`src/rtl/write_back.sv`:
```
// ============================================================================
// Module   : write_back
// Purpose  : RV32I write-back stage result mux (ALU / load data / PC+4 link).
//            Optional macro WB_RESULT_REG_EN registers the result (1 cycle).
// Revision : 1.0 - initial release
// ============================================================================
`default_nettype none

module write_back #(
    parameter int XLEN             = 32,
    parameter int RESULT_SRC_WIDTH = 1
) (
    input  logic                        clk,
    input  logic                        rst,
    input  logic [RESULT_SRC_WIDTH-1:0] ResultSrcW,
    input  logic [XLEN-1:0]             PCPlus4W,
    input  logic [XLEN-1:0]             ALUResultW,
    input  logic [XLEN-1:0]             ReadDataW,
    output logic [XLEN-1:0]             ResultW
);

    logic [XLEN-1:0] result_d;

    generate
        if (RESULT_SRC_WIDTH == 1) begin : g_sel1
            // The link value is not a candidate in this configuration.
            logic w_unused_pc;
            assign w_unused_pc = ^PCPlus4W;
            assign result_d    = ResultSrcW[0] ? ReadDataW : ALUResultW;
        end else if (RESULT_SRC_WIDTH == 2) begin : g_sel2
            localparam logic [1:0] c_SEL_ALU  = 2'b00;
            localparam logic [1:0] c_SEL_LOAD = 2'b01;
            localparam logic [1:0] c_SEL_LINK = 2'b10;

            always_comb begin
                result_d = ALUResultW;
                case (ResultSrcW)
                    c_SEL_ALU:  result_d = ALUResultW;
                    c_SEL_LOAD: result_d = ReadDataW;
                    c_SEL_LINK: result_d = PCPlus4W;
                    default:    result_d = ALUResultW; // reserved encoding
                endcase
            end
        end else begin : g_bad_cfg
            $error("write_back: RESULT_SRC_WIDTH must be 1 or 2");
            assign result_d = '0;
        end
    endgenerate

`ifdef WB_RESULT_REG_EN
    logic [XLEN-1:0] result_q;

    always_ff @(posedge clk or posedge rst) begin
        if (rst) begin
            result_q <= '0;
        end else begin
            result_q <= result_d;
        end
    end

    assign ResultW = result_q;
`else
    // Purely combinational build: clock and reset are intentionally unused.
    logic w_unused_clkrst;
    assign w_unused_clkrst = clk ^ rst;
    assign ResultW         = result_d;
`endif

endmodule

`default_nettype wire

```
`config.mk`:
```
export PLATFORM = sky130hd
export DESIGN_NAME = write_back
export DESIGN_NICKNAME = d
export VERILOG_FILES = /design/src/rtl/write_back.sv
export SDC_FILE = /design/constraint.sdc
export NUM_CORES = 1
export LEC_CHECK = 0
export BUFFER_PORTS_ARGS = -buffer_cell sky130_fd_sc_hd__buf_4
export CAP_MARGIN = 20
export CORE_MARGIN = 2
export CORE_UTILIZATION = 25
export DETAILED_ROUTE_END_ITERATION = 10
export GPL_TIMING_DRIVEN = 0
export PLACE_DENSITY_LB_ADDON = 0.2
export REMOVE_ABC_BUFFERS = 1
export SLEW_MARGIN = 10
export SYNTH_ARGS = -nofsm -noshare
export SYNTH_HDL_FRONTEND = slang
export SYNTH_SLANG_ARGS = --single-unit
```
`constraint.sdc`:
```
create_clock -name vclk -period 2.7
set_input_delay 0.54 -clock vclk [all_inputs]
set_output_delay 0.54 -clock vclk [all_outputs]
set_load 0.005 [all_outputs]
```
==> metrics.md, run 1 <==
| Metric | Value |
|---|---|
| Cell Chain, Critical Path | buf_4 > mux2_2 > buf_4 |
| CTS hold repair buffers | 0 |
| Routed via count | 659 |
| VDD IR max | 0.122 mV |
| Design area | roughly 0.0012 mm2 |
| Crit-path max cell delay | 0.44 ns |
| Area growth from synthesis to layout | 127% |
| Setup_tns | 0 ns |
| Total I/O pin count | approximately 130 |
| Vias in the first global route | 642 |
| M3 GR Usage | 0.0327 |
| Hold_ws | 1.37 ns |
| Minimum clock period | 2.07 ns |
| Comb power frac | 1.000 |
| Synthesized area per cell | 15.1 um2 |
| Die area | about 0.0026 mm2 |
| Clk pwr share | 0 |
| Slew margin rel. | 0.632 |
| Final hold violation count | 0 |
| Routed Antenna Nets | 0 |
| Dpl hpwl | 1.57 mm |
| CP Class | primary input to output pin |
| Crit path DAT | 1.53 ns |
| Initial antenna violation count | 0 |
| Final setup violation count | 0 |
| First-pass GRT wire length | 2.70 mm |
| Post-Layout Cell Count | 156 |
| Post-Synthesis Cell Area | around 540 um2 |
| Largest cells by area after synthesis | mux2_4 (83%), buf_12 (11%), mux2_2 (4.1%) |
| Critical Path Start Type | primary input |
| RSZ-0062 raised after global routing | false |
| CP startpoint | ResultSrcW |
| Area leader, netlist | mux2_4 |
| Final Wtd Congestion | 0.623 |
| Power Dens Cells | between 150 and 200 mW/mm2 |
| Status | completed |
| Post-Synthesis Cells | 36 |
| Post-DR vias/cell | 4.22 |
| Net Switching | 0.0522 mW |
| Clk_buf instances | 0 |
| Net Sw Frac | 0.251 |
| Synth cell types | 4 |
| Final worst-path cycle share | 0.766 |
| Highest Clock Rate | 483 MHz |
| Sequential cell area | 0 um2 |
| DR iter-0 viols | 7 |
| Die width | around 51 um |
| Warnings, synthesis | 0 |
| CP max stage cell | buf_4 |
| Crit path max fanout | 32 |
| HP Start | ReadDataW[19] |
| Met1 usage | 0.145 |
| Remaining global-route overflow | 0 |
| Sequential cells | 0 |
| # Post-CTS Setup Buffers | 0 |
| Top Usage Layer GRT | met2 |
| Fin. max-slew vios | 0 |
| Post-CTS Resized | 0 |
| Leak pwr | 0.720 nW |
| Met2 Use GR | 0.250 |
| Critical Path RT | 2.16 ns |
| WL per Instance | 11.6 um |
| Final Routed Wirelength | about 1.8 mm |
| HP Class | primary input to output pin |
| Post-DP Area | 0.00123 mm2 |
| Internal | 0.156 mW |
| Critical path capture point type | output pin |
| Pre-Repair DR Iteration Count | 2 |
| Core footprint | around 0.002 mm2 |
| Sequential share of power | 0 |
| Port Buffers | 97 |
| Seq/Total Area, Yosys | 0 |
| # DRC | 0 |
| Inserted Diodes | 0 |
| CP most frequent cell | buf_4 |
| Largest net degree at the start of global routing | 33 |
| Fraction of layout cells with a size suffix above 1 | 1.00 |
| Dpl cells | 156 |
| GRT Overall Usage | 0.128 |
| Final nets | 230 |
| Max-Cap Viols | 0 |
| Die height | 50.7 um |
| Worst slew pin tran | roughly 0.55 ns |
| Initial Util | 0.272 |
| Top-area cell type share of the netlist area | 0.828 |
| Num rows | 16 |
-- kinds of logic (layout without fill, tap and decap cells) --
group                  count (synthesis)  count (layout)  synth area share
buffers and inverters                  4              97             0.131
multiplexers                          32              32             0.869
-- area by class of cell --
cell class,count,area [um2]
fill,177,767
tap,27,33.8
multi-input combinational,32,473
timing repair buffer,97,728
-- cell usage after synthesis --
cell type / instances
buf_6: 1
buf_12: 3
mux2_2: 2
mux2_4: 30
-- worst max-delay path, delay by kind of cell --
| family | cells | cell delay [ns] |
|---|---|---|
| buffers and inverters | 2 | 0.57 |
| multiplexers | 1 | 0.40 |
-- power groups by stage --
stage          combinational, mW  sequential, mW  clock, mW
6_report                   0.208               0          0
5_1_grt                    0.221               0          0
4_1_cts                    0.211               0          0
3_5_place_dp               0.210               0          0
3_3_place_gp               0.206               0          0
2_1_floorplan             0.0698               0          0
-- layer usage --
metal / up-vias / share of wire
met2: 57 / 0.53
met4: 0 / 0
met1: 280 / 0.32
li1: 322 / -
met5: - / 0
met3: 0 / 0.15
-- path summary, 6_finish.rpt --
kind              depth (start not counted)  slack [ns]          end
setup / recovery                          3        0.63  ResultW[29]
hold / removal                            3        1.37  ResultW[19]
-- stage by stage --
stage	setup slack, ns	util	power, mW
after floorplan	1.31	-	0.0698
after global placement	0.644	0.617	0.206
after detailed placement	0.620	0.617	0.210
after CTS	0.624	0.617	0.211
after global routing	0.590	0.617	0.221
final	0.631	0.617	0.208
-- placed cells by master, fill, tap and decap left out --
master / instances
buf_4: 97
mux2_4: 30
mux2_2: 2
Power figures use the tool's default switching activity.
==> run 2: changes to the inputs <==
- CORE_UTILIZATION: 25 -> 23
- clock period: 2.7 -> 1.95 ns (I/O delays scaled with it)
==> run 2 against run 1 <==
  * Critical path depth unchanged
  * First-iteration DRC count down 86%
  * Via count up 1.8%
  * Power up 39%
  * Final area up 0.10%
  * Count of clock-buffer cells in the layout unchanged
  * Critical endpoint unchanged
  * Largest cell class unchanged
==> metrics.md, run 2 (synthesized netlist as in run 1, its figures left out) <==
| Metric | Value |
|---|---|
| Status | completed |
| HP Start | ReadDataW[4] |
| Layout fillers | 190 (+7.3%) |
| Highest Clock Rate | ~560 MHz |
| Sequential cells | 0 (unchanged) |
| Sequential cell area | 0 um2 (unchanged) |
| VDD IR max | 0.190 mV (+56%) |
| Core footprint | 0.00223 mm2 (+12%) |
| # DRC | 0 (unchanged) |
| Minimum clock period | 1.77 ns |
| Leak pwr | 0.720 nW (unchanged) |
| Most common cell after layout, fill and taps aside | buf_4 |
| Final hold violation count | 0 (unchanged) |
| HP Class | primary input to output pin |
| Die height | 52.6 um (+3.9%) |
| Die area | 0.00277 mm2 (+8.0%) |
| Dpl hpwl | 1.56 mm (-0.62%) |
| Initial Util | 0.244 (-0.0282) |
| Num rows | 17 (+1) |
| # Post-CTS Setup Buffers | 0 (unchanged) |
| Final Wtd Congestion | 0.657 (+5.4%) |
| CTS hold repair buffers | 0 (unchanged) |
| Critical Path Start Type | primary input |
| Fin. max-slew vios | 0 (unchanged) |
| Total I/O pin count | 131 (unchanged) |
| DR iter-0 viols | 1 (-6) |
| Largest net degree at the start of global routing | 33 (unchanged) |
| Post-CTS Resized | 0 (unchanged) |
| Setup_tns | 0 ns (unchanged) |
| Crit path DAT | 1.38 ns (-0.15 ns) |
| GRT Overall Usage | 0.115 (-0.0125) |
| Worst slew pin tran | 0.545 ns (-0.00609 ns) |
| Max-Cap Viols | 0 (unchanged) |
| Final worst-path cycle share | 0.908 |
| Inserted Diodes | 0 (unchanged) |
| Routed via count | 671 (+1.8%) |
| Hold Path End | ResultW[4] |
| Critical path capture point type | output pin |
| Critical Path RT | 1.56 ns (-0.60 ns) |
| Hold path depth | 3 (unchanged) |
| Clk_buf instances | 0 (unchanged) |
| Initial antenna violation count | 0 (unchanged) |
| Power Dens Cells | 234 mW/mm2 (+39%) |
| Post-Layout Cell Count | 157 (+0.64%) |
| Post-DR vias/cell | 4.27 (+1.2%) |
| Crit path max fanout | 32 (unchanged) |
| Most frequent cells in the layout | buf_4 (97), mux2_4 (30), mux2_2 (2) |
| WL per Instance | 11.3 um (-3.2%) |
| Port Buffers | 97 (unchanged) |
| Final Routed Wirelength | 1.77 mm (-2.6%) |
| Slew margin rel. | 0.637 (+0.00406) |
| Die width | 52.6 um (+3.9%) |
| Routed Antenna Nets | 0 (unchanged) |
| Remaining global-route overflow | 0 (unchanged) |
| Dpl cells | 157 (+0.64%) |
| CP Class | primary input to output pin |
| First-pass GRT wire length | 2.59 mm (-3.8%) |
| Area growth from synthesis to layout | 127% |
| Vias in the first global route | 668 (+4.0%) |
| Pre-Repair DR Iteration Count | 2 (unchanged) |
| Final nets | 230 (unchanged) |
| Final setup violation count | 0 (unchanged) |
| RSZ-0062 raised after global routing | false |
| Fraction of layout cells with a size suffix above 1 | 1.00 (unchanged) |
[run 2: critical path: stages]
cell and delay, ns:
buf_4 0.45, mux2_2 0.40, buf_4 0.14
[run 2: metrics by stage]
stage	power (mW)	utilization	hold slack, ns	setup WS, ns	instance area (um2)
3_5_place_dp	0.292	0.554	1.07	0.172	1240
2_1_floorplan	0.0966	-	0.901	0.856	473
6_report	0.289	0.554	1.07	0.179	1240
5_1_grt	0.309	0.554	1.08	0.132	1240
4_1_cts	0.293	0.554	1.07	0.171	1240
3_3_place_gp	0.287	0.554	1.07	0.188	1240
[run 2: how the worst max path moves through the flow]
stage | from | end | slack (ns) | cells after the start
after CTS | ResultSrcW | ResultW[29] | 0.17 | 3
after floorplan | ResultSrcW | ResultW[29] | 0.86 | 1
after global placement | ResultSrcW | ResultW[31] | 0.19 | 3
after detailed placement | ResultSrcW | ResultW[29] | 0.17 | 3
final | ResultSrcW | ResultW[29] | 0.18 | 3
after global routing | ResultSrcW | ResultW[29] | 0.13 | 3
[run 2: final cells by class]
class / instances / area [um2] / area share
Multi-Input combinational cell: 32 / 473 / 0.383
Timing Repair Buffer: 97 / 728 / 0.589
Tap cell: 28 / 35.0 / 0.0283
[run 2: layer usage]
metal,vias to the layer above,share of wire,GRT usage
met5,-,0,0
met4,0,0,0
met3,0,0.15,0.0229
met2,56,0.54,0.235
met1,293,0.31,0.126
li1,322,-,-
[run 2: report_power, final]
part	switching, mW	internal (mW)
registers	0	0
logic	0.0735	0.215
clock network	0	0
==> run 3: changes to the inputs <==
- RECOVER_POWER: unset -> 100
==> run 3 against run 2 <==
  * Worst setup slack improved by 0.073 ns
  * Power is 17% lower
  * Cell count stayed put
  * Final area down 9.1%
  * Die area stayed put
  * Sequential share of layout area stayed put
  * Utilization is 5.0 points lower
  * Hold slack lost 0.011 ns
  * Combinational power is 17% lower
  * Wire length up 1.5%
  * Fmax grew 4.3%
  * Critical endpoint is now ResultW[17]
==> metrics.md, run 3 (synthesized netlist as in run 1, its figures left out) <==
| Metric | Value |
|---|---|
| Status | completed |
| Leak pwr | 0.595 nW (-17%) |
| Routed Antenna Nets | 0 (unchanged) |
| GRT Overall Usage | 0.115 (unchanged) |
| VDD IR max | 0.154 mV (-19%) |
| Port Buffers | 97 (unchanged) |
| HP Class | primary input to output pin |
| Sequential cells | 0 (unchanged) |
| Design area | 0.00112 mm2 (-9.1%) |
| Vias in the first global route | 668 (unchanged) |
| Inserted Diodes | 0 (unchanged) |
| Post-Route M1 WL | 599 um (+8.7%) |
| Die area | 0.00277 mm2 (unchanged) |
| Sequential cell area | 0 um2 (unchanged) |
| Final nets | 230 (unchanged) |
| CP Class | primary input to output pin |
| CTS hold repair buffers | 0 (unchanged) |
| Most frequent cells in the layout | buf_4 (94), mux2_1 (29), mux2_2 (2), clkbuf_4 (2) |
| Remaining global-route overflow | 0 (unchanged) |
| Fraction of layout cells with a size suffix above 1 | 0.767 (-0.233) |
| First-pass GRT wire length | 2.59 mm (unchanged) |
| Die width | 52.6 um (unchanged) |
| Num rows | 17 (unchanged) |
| Post-DR vias/cell | 4.24 (-0.89%) |
| Pre-CTS setup slack | 0.172 ns (unchanged) |
| Slew margin rel. | 0.712 (+0.0755) |
| WL met2 | 934 um (-2.0%) |
| Total I/O pin count | 131 (unchanged) |
| Met3 WL post-DR | 262 um (-0.38%) |
| Setup_tns | 0 ns (unchanged) |
| Final hold violation count | 0 (unchanged) |
| Clk_buf instances | 0 (unchanged) |
| Most common cell after layout, fill and taps aside | buf_4 |
| WL per Instance | 11.4 um (+1.5%) |
| Worst slew pin tran | 0.432 ns (-0.113 ns) |
| Post-Layout Cell Count | 157 (unchanged) |
| Initial Util | 0.244 (unchanged) |
| Overall power | 0.241 mW (-17%) |
| Final Wtd Congestion | 0.657 (unchanged) |
| Pre-Repair DR Iteration Count | 1 (-1) |
| Post-DP Area | 0.00124 mm2 (unchanged) |
| Dpl cells | 157 (unchanged) |
| Power Dens Cells | 214 mW/mm2 (-8.4%) |
| Post-CTS Resized | 0 (unchanged) |
| Crit path max fanout | 32 (unchanged) |
| Minimum clock period | 1.70 ns (-0.0732 ns) |
| Critical Path Start Type | primary input |
| Initial antenna violation count | 0 (unchanged) |
| Critical path capture point type | output pin |
| Max-Cap Viols | 0 (unchanged) |
| Fin worst setup slack | 0.253 ns (+0.0732 ns) |
| Fin. max-slew vios | 0 (unchanged) |
| Critical Path RT | 1.56 ns (about the same) |
| Largest net degree at the start of global routing | 33 (unchanged) |
| Top Metal Used | met3 |
| Core footprint | 0.00223 mm2 (unchanged) |
| Crit path DAT | 1.31 ns (-0.07 ns) |
| Highest Clock Rate | 589 MHz (+4.3%) |
| Die height | 52.6 um (unchanged) |
| Final Routed Wirelength | 1.80 mm (+1.5%) |
| Area growth from synthesis to layout | 106% |
| Dpl hpwl | 1.56 mm (unchanged) |
| Final worst-path cycle share | 0.870 (-0.0375) |
| DR iter-0 viols | 0 (-1) |
| RSZ-0062 raised after global routing | false |
| Routed via count | 665 (-0.89%) |
| CP startpoint | ResultSrcW |
| # DRC | 0 (unchanged) |
| # Post-CTS Setup Buffers | 0 (unchanged) |
| Critical Path End | ResultW[17] |
| Final setup violation count | 0 (unchanged) |
-- run 3: cell count changes in the layout (fill, tap and decap cells not counted), sizes merged --
cell,previous run,this run
buf,97,94
clkbuf,0,3
-- run 3: worst min-delay path by stage --
stage                        start          end  depth (start not counted)
floorplan             ReadDataW[0]   ResultW[0]                          1
global placement     ReadDataW[18]  ResultW[18]                          3
detailed placement    ReadDataW[4]   ResultW[4]                          3
CTS                   ReadDataW[4]   ResultW[4]                          3
global route        ALUResultW[24]  ResultW[24]                          3
finish              ALUResultW[23]  ResultW[23]                          3
-- run 3: per-layer routing --
| layer | track usage | vias to the layer above |
|---|---|---|
| met3 | 0.0229 | 0 |
| met2 | 0.235 | 56 |
| met4 | 0 | 0 |
| li1 | - | 322 |
| met1 | 0.126 | 287 |
| met5 | 0 | - |
-- run 3: metrics by stage --
| step | hold slack (ns) | util |
|---|---|---|
| after floorplan | 0.901 | - |
| after global placement | 1.07 | 0.554 |
| after detailed placement | 1.07 | 0.554 |
| after CTS | 1.07 | 0.554 |
| after global routing | 1.07 | 0.503 |
| final | 1.06 | 0.503 |
-- run 3: where the power goes --
| part | total (mW) | internal, mW | switching (mW) | leakage (nW) |
|---|---|---|---|---|
| Clock | 0 | 0 | 0 | 0 |
| Sequential | 0 | 0 | 0 | 0 |
| Combinational | 0.241 | 0.173 | 0.0673 | 0.595 |
| Total | 0.241 | 0.173 | 0.0673 | 0.595 |
-- run 3: worst max-delay path, cell delays in order --
cell	delay, ns
clkbuf_4	0.39
mux2_1	0.38
buf_4	0.14
-- run 3: layout make-up --
type                            count  area (um2)
Timing Repair Buffer               97         724
Tap cell                           28        35.0
Fill cell                         229        1110
Multi-Input combinational cell     32         364
